## src/rtl/pcs_cs_pkg.sv

```systemverilog
// Shared types and helpers for the multi-channel 1000BASE-X PCS carrier-sense block.
package pcs_cs_pkg;

  // Hold-counter width; HOLD_CYC is limited to 0..255 so 8 bits always suffice.
  localparam int unsigned HCNT_W = 8;

  // Per-channel carrier-sense FSM state, 2-bit encoding.
  typedef logic [1:0] cs_state_t;

  localparam cs_state_t CS_IDLE = 2'd0;
  localparam cs_state_t CS_ON   = 2'd1;
  localparam cs_state_t CS_HOLD = 2'd2;

  // Carrier is sensed on receive activity, or on transmit activity unless acting as a repeater.
  function automatic logic cs_sense(input logic receiving,
                                    input logic transmitting,
                                    input logic repeater_mode);
    return receiving | (transmitting & ~repeater_mode);
  endfunction

endpackage

```

## src/rtl/pcs_carrier_sense_mp_if.sv

```systemverilog
// Bus interface for pcs_carrier_sense_mp: PCS TX/RX activity in, GMII CRS/COL and counters out.
interface pcs_carrier_sense_mp_if #(
  parameter int unsigned N_CH  = 4,
  parameter int unsigned CNT_W = 8
);

  logic                    repeater_mode;
  logic [N_CH-1:0]         transmitting;
  logic [N_CH-1:0]         receiving;
  logic [N_CH-1:0]         CRS;
  logic [N_CH-1:0]         COL;
  logic                    crs_any;
  logic [N_CH*CNT_W-1:0]   evt_cnt;

  // Driver side: the PCS state machines.
  modport master (
    output repeater_mode,
    output transmitting,
    output receiving,
    input  CRS,
    input  COL,
    input  crs_any,
    input  evt_cnt
  );

  // Carrier-sense block side.
  modport slave (
    input  repeater_mode,
    input  transmitting,
    input  receiving,
    output CRS,
    output COL,
    output crs_any,
    output evt_cnt
  );

endinterface

```

## src/rtl/pcs_cs_channel.sv

```systemverilog
// One carrier-sense channel: IDLE/ON/HOLD FSM with deassertion hold, registered collision flag
// and, when CS_EVENT_CNT_EN is defined, a saturating carrier-event counter.
module pcs_cs_channel
  import pcs_cs_pkg::*;
#(
  parameter int unsigned HOLD_CYC = 2,
  parameter int unsigned CNT_W    = 8
) (
  input  logic             i_clk,
  input  logic             i_rst,
  input  logic             i_repeater_mode,
  input  logic             i_transmitting,
  input  logic             i_receiving,
  output logic             o_crs,
  output logic             o_col,
  output logic [CNT_W-1:0] o_evt_cnt
);

  // The counter is loaded with HOLD_CYC-1 so that CRS drops exactly HOLD_CYC edges after sense.
  localparam int unsigned         HoldM1   = (HOLD_CYC > 0) ? HOLD_CYC - 1 : 0;
  localparam logic [HCNT_W-1:0]   HoldLoad = HoldM1[HCNT_W-1:0];

  logic              w_sense;
  cs_state_t         r_state;
  cs_state_t         w_state_nxt;
  logic [HCNT_W-1:0] r_hcnt;
  logic [HCNT_W-1:0] w_hcnt_nxt;
  logic              r_col;

  assign w_sense = cs_sense(i_receiving, i_transmitting, i_repeater_mode);

  // Next-state and hold-counter logic.
  always_comb begin
    w_state_nxt = r_state;
    w_hcnt_nxt  = r_hcnt;
    case (r_state)
      CS_IDLE: begin
        if (w_sense) w_state_nxt = CS_ON;
      end
      CS_ON: begin
        if (!w_sense) begin
          if (HOLD_CYC == 0) begin
            w_state_nxt = CS_IDLE;
          end else begin
            w_state_nxt = CS_HOLD;
            w_hcnt_nxt  = HoldLoad;
          end
        end
      end
      CS_HOLD: begin
        // Re-sense during hold continues the same carrier event.
        if (w_sense) begin
          w_state_nxt = CS_ON;
        end else if (r_hcnt == '0) begin
          w_state_nxt = CS_IDLE;
        end else begin
          w_hcnt_nxt = r_hcnt - HCNT_W'(1);
        end
      end
      default: w_state_nxt = CS_IDLE;
    endcase
  end

  // State, hold counter and collision registers.
  always_ff @(posedge i_clk) begin
    if (i_rst) begin
      r_state <= CS_IDLE;
      r_hcnt  <= '0;
      r_col   <= 1'b0;
    end else begin
      r_state <= w_state_nxt;
      r_hcnt  <= w_hcnt_nxt;
      r_col   <= i_transmitting & i_receiving & ~i_repeater_mode;
    end
  end

  assign o_crs = (r_state != CS_IDLE);
  assign o_col = r_col;

`ifdef CS_EVENT_CNT_EN
  logic             w_evt_start;
  logic [CNT_W-1:0] r_evt_cnt;

  // Only a fresh IDLE->ON start counts; HOLD->ON is the same event.
  assign w_evt_start = (r_state == CS_IDLE) & w_sense;

  // Saturating carrier-event counter, cleared only by reset.
  always_ff @(posedge i_clk) begin
    if (i_rst) begin
      r_evt_cnt <= '0;
    end else if (w_evt_start && (r_evt_cnt != '1)) begin
      r_evt_cnt <= r_evt_cnt + CNT_W'(1);
    end
  end

  assign o_evt_cnt = r_evt_cnt;
`else
  assign o_evt_cnt = '0;
`endif

endmodule

```

## src/rtl/pcs_carrier_sense_mp.sv

```systemverilog
// Multi-channel 1000BASE-X PCS carrier sense: N_CH independent CRS/COL channels plus crs_any.
// Optional per-channel carrier-event counters are built only when CS_EVENT_CNT_EN is defined;
// otherwise evt_cnt reads 0. The port list is the same in both builds.
module pcs_carrier_sense_mp
  import pcs_cs_pkg::*;
#(
  parameter int unsigned N_CH     = 4,
  parameter int unsigned HOLD_CYC = 2,
  parameter int unsigned CNT_W    = 8
) (
  input  logic                 CLOCK,
  input  logic                 mr_main_reset,
  pcs_carrier_sense_mp_if.slave bus
);

  logic [N_CH-1:0]       w_crs;
  logic [N_CH-1:0]       w_col;
  logic [N_CH*CNT_W-1:0] w_evt_cnt;

  for (genvar g = 0; g < N_CH; g++) begin : g_ch
    pcs_cs_channel #(
      .HOLD_CYC (HOLD_CYC),
      .CNT_W    (CNT_W)
    ) u_ch (
      .i_clk           (CLOCK),
      .i_rst           (mr_main_reset),
      .i_repeater_mode (bus.repeater_mode),
      .i_transmitting  (bus.transmitting[g]),
      .i_receiving     (bus.receiving[g]),
      .o_crs           (w_crs[g]),
      .o_col           (w_col[g]),
      .o_evt_cnt       (w_evt_cnt[g*CNT_W +: CNT_W])
    );
  end

  assign bus.CRS     = w_crs;
  assign bus.COL     = w_col;
  assign bus.crs_any = |w_crs;
  assign bus.evt_cnt = w_evt_cnt;

endmodule

```

## src/flat_wrapper.sv

```systemverilog
// flat-port wrapper written by rule: the top's interface ports become plain ports
module pcs_carrier_sense_mp_flat import pcs_cs_pkg::*;
#(
  parameter int unsigned N_CH     = 4,
  parameter int unsigned HOLD_CYC = 2,
  parameter int unsigned CNT_W    = 8
)
  (CLOCK, mr_main_reset, bus_repeater_mode, bus_transmitting, bus_receiving, bus_CRS, bus_COL, bus_crs_any, bus_evt_cnt);
  pcs_carrier_sense_mp_if #(.N_CH(N_CH), .CNT_W(CNT_W)) bus_i ();
  input  logic CLOCK;
  input  logic mr_main_reset;
  input wire logic [$bits(bus_i.repeater_mode)-1:0] bus_repeater_mode;
  input wire logic [$bits(bus_i.transmitting)-1:0] bus_transmitting;
  input wire logic [$bits(bus_i.receiving)-1:0] bus_receiving;
  output wire logic [$bits(bus_i.CRS)-1:0] bus_CRS;
  output wire logic [$bits(bus_i.COL)-1:0] bus_COL;
  output wire logic [$bits(bus_i.crs_any)-1:0] bus_crs_any;
  output wire logic [$bits(bus_i.evt_cnt)-1:0] bus_evt_cnt;
  assign bus_i.repeater_mode = bus_repeater_mode;
  assign bus_i.transmitting = bus_transmitting;
  assign bus_i.receiving = bus_receiving;
  assign bus_CRS = bus_i.CRS;
  assign bus_COL = bus_i.COL;
  assign bus_crs_any = bus_i.crs_any;
  assign bus_evt_cnt = bus_i.evt_cnt;
  pcs_carrier_sense_mp #(.N_CH(N_CH), .HOLD_CYC(HOLD_CYC), .CNT_W(CNT_W)) u_core (.CLOCK(CLOCK), .mr_main_reset(mr_main_reset), .bus(bus_i));
endmodule
```

## config.mk

```make
export PLATFORM = sky130hd
export DESIGN_NAME = pcs_carrier_sense_mp_flat
export DESIGN_NICKNAME = d
export VERILOG_FILES = /design/src/rtl/pcs_cs_pkg.sv /design/src/rtl/pcs_carrier_sense_mp_if.sv /design/src/rtl/pcs_cs_channel.sv /design/src/rtl/pcs_carrier_sense_mp.sv /design/src/flat_wrapper.sv
export SDC_FILE = /design/constraint.sdc
export NUM_CORES = 1
export LEC_CHECK = 0
export ABC_AREA = 1
export BUFFER_PORTS_ARGS = -buffer_cell sky130_fd_sc_hd__buf_2
export CORE_MARGIN = 1
export CORE_UTILIZATION = 35
export CTS_BUF_LIST = sky130_fd_sc_hd__clkbuf_4 sky130_fd_sc_hd__clkbuf_8 sky130_fd_sc_hd__clkbuf_16
export DETAILED_ROUTE_END_ITERATION = 10
export PLACE_DENSITY = 0.61
export SLEW_MARGIN = 15
export SYNTH_ARGS = -nofsm -noshare
export SYNTH_HDL_FRONTEND = slang
export SYNTH_SLANG_ARGS = --single-unit
```

## constraint.sdc

```tcl
create_clock -name CLOCK -period 1.7 [get_ports CLOCK]
set_input_delay 0.34 -clock CLOCK [delete_from_list [all_inputs] [get_ports CLOCK]]
set_output_delay 0.34 -clock CLOCK [all_outputs]
set_load 0.005 [all_outputs]
```

==> results.yml <==
hold_path:
  hold_path.class: "input pin to flip-flop"
yosys:
  avgSynthCellArea_um2: 6.82
  synth_area_leaders: "dfxtp_1, buf_4, nand2_1"
  synth.ff_latch_count: 44
  ys_warn_count: 0
  yosysTopAreaCell: "dfxtp_1"
  synth_cell_types: 31
  syn_inst: 397
  synth_edf_count: 0
  async_reset_ff_share_pct: 0
  synth_top_area_share_pct: 32.5
  yosysSeqAreaShare_pct: 32.5
  syn-cell-area_um2: 2710
  synth_top_flop_cell: "dfxtp_1"
run:
  cap_violations: 0
clock_tree:
  numClockSinks: 44
  hold_buffers: 0
  cts_buffers: 5
  clock_path_buffers: 2
  htreeDepth: 2
  post_cts_buffers: 0
  tritoncts: "built"
  insertion_delay_ps: 300
  cts_root_buf: "clkbuf_8"
  post_cts_resized: 0
  clk_pin_slew_ps: 90
die:
  rows: 31
  die_height_um: 90.0
  start_util_pct: 36.8
  io_pins: 52
  core_um2: 7370
  fp.dieW_um: 90.0
  die_area_um2: 8100
layout:
  multi_input_area_um2: 1380
  final_nets: 431
  stdcell_area_um2: 2830
  antennaDiodeCount: 0
  final_cell_mix: "nand2_1, inv_1, nor2_1, dfxtp_1, conb_1"
  final_common_cell: "nand2_1"
  area.growth.synth_to_final_pct: 4.43
  n_fill_cell: 790
  regArea_um2: 881
  drive_above_1_share_pct: 13.8
global_routing:
  grt_util_all_layers_pct: 12.5
  grt_pass1_vias: 1913
  grt_max_degree: 13
  antenna_found_initial: 0
  grt_pass1_wl_mm: 8.40
  overflow: 0
sta:
  fin_crit_sh_pct: 91.5
  min_period_ps: 1550
  tns_ps: 0
  hold_viol: 0
  finalMaxSlewViolations: 0
  max_freq_mhz: 643
  fin_skew_ps: 8.13
  rsz0062_at_grt: "false"
  setup_viol: 0
route:
  antenna_left: 0
  via_per_inst: 4.32
  wirelength_mm: 4.91
  first_pass_iters: 4
  post-route-drc-count: 0
  wl_per_cell_um: 9.61
  routed-via-count: 2206
  drt_iter0_drc: 104
status:
  status: "finished, final reports clean"
critical_path:
  slowest_delay_ps: 360
  critPathMaxFanout: 5
  path_class: "flip-flop to output port"
  crit_path_cell_trace: "nor2_2 > inv_1 > nor2_1 > nand3_1 > buf_2"
  cp_slowest_cell: "dfxtp_1"
  cp_data_arrival_time_ps: 1210
  critical_path.top_delay_family: "flip-flops"
  startpoint_type: "flip-flop"
  required_ps: 1360
  endpoint_kind: "output port"
  crit_buf_inv: 2
placed_design:
  port_buffers: 19
  place_congestion: 0.842
  dp_hpwl_mm: 3.81
  placement.cell_area_um2: 2730
power_and_ir_drop:
  p_leak_uw: 0.00139
  ir_drop_uv: 487
  p_per_area_nw_per_um2: 761
## sequential cells by signal (all words and copies together), names as in the netlist
name and count:
u_core.g_ch.u_ch.o_col 4, u_core.g_ch.u_ch.r_hcnt 32, u_core.g_ch.u_ch.r_state 8
## where the power goes
| group | internal (µW) | switching (µW) | leakage (µW) |
|---|---|---|---|
| Sequential | 1070 | 24.9 | 0.000357 |
| Combinational | 114 | 217 | 0.000985 |
| Clock | 363 | 370 | 0.0000503 |
| Total | 1540 | 612 | 0.00139 |
## layer usage
metal | wire length, µm | track usage, % | up-vias | share of wire, %
met1 | 2490 | 17.1 | 959 | 51
met5 | 0 | 0 | - | 0
met4 | 59 | 3.36 | 0 | 1.2
li1 | - | - | 1195 | -
met3 | 197 | 2.79 | 9 | 4.0
met2 | 2170 | 19.9 | 43 | 44
## path summary, 6_finish.rpt
kind / startpoint / end / slack, ps / depth (start not counted)
setup / recovery: u_core.g_ch[1].u_ch.r_state[0] / bus_crs_any / 150 / 5
hold / removal: bus_repeater_mode / u_core.g_ch[1].u_ch.o_col / 210 / 2
hold reg to reg: u_core.g_ch[3].u_ch.r_hcnt[7] / u_core.g_ch[3].u_ch.r_hcnt[7] / 470 / 2
setup reg to reg: u_core.g_ch[2].u_ch.r_hcnt[0] / u_core.g_ch[2].u_ch.r_hcnt[1] / 220 / 9
## layout make-up
cell class	count	area share (%)
Clock buffer	7	3.41
Inverter	62	8.23
Multi-Input combinational cell	277	48.7
Sequential cell	44	31.1
Tap cell	99	4.38
Timing Repair Buffer	22	4.16
## kinds of logic after synthesis
kind of cell	synth area share (%)
AND/OR/NAND/NOR	32.9
buffers and inverters	20.9
flip-flops	32.5
AO/OA/AOI/OAI	7.53
adder cells (fa/ha/maj)	3.70
XOR/XNOR	2.26
other	0.138
## stage by stage
step / cells / hold WS (ps) / util, % / setup slack (ps) / total power, µW
after global placement: 504 / 452 / 37.1 / 255 / 1440
final: 511 / 211 / 38.4 / 145 / 2150
after global routing: 511 / 208 / 38.4 / 34.9 / 2270
after floorplan: 428 / 417 / - / 391 / 1430
after detailed placement: 504 / 460 / 37.1 / 241 / 1450
after CTS: 511 / 211 / 38.4 / 140 / 2170
## Yosys cell counts, types with 7 or more instances
library cell / instances
nand2_1: 71
inv_1: 56
nor2_1: 54
dfxtp_1: 44
buf_4: 40
nand3_1: 28
a21oi_1: 21
nand2_2: 10
nor3_1: 9
ha_1: 8
nand4_1: 7
xor2_1: 7
No activity file was read; power rests on OpenSTA's default activity.
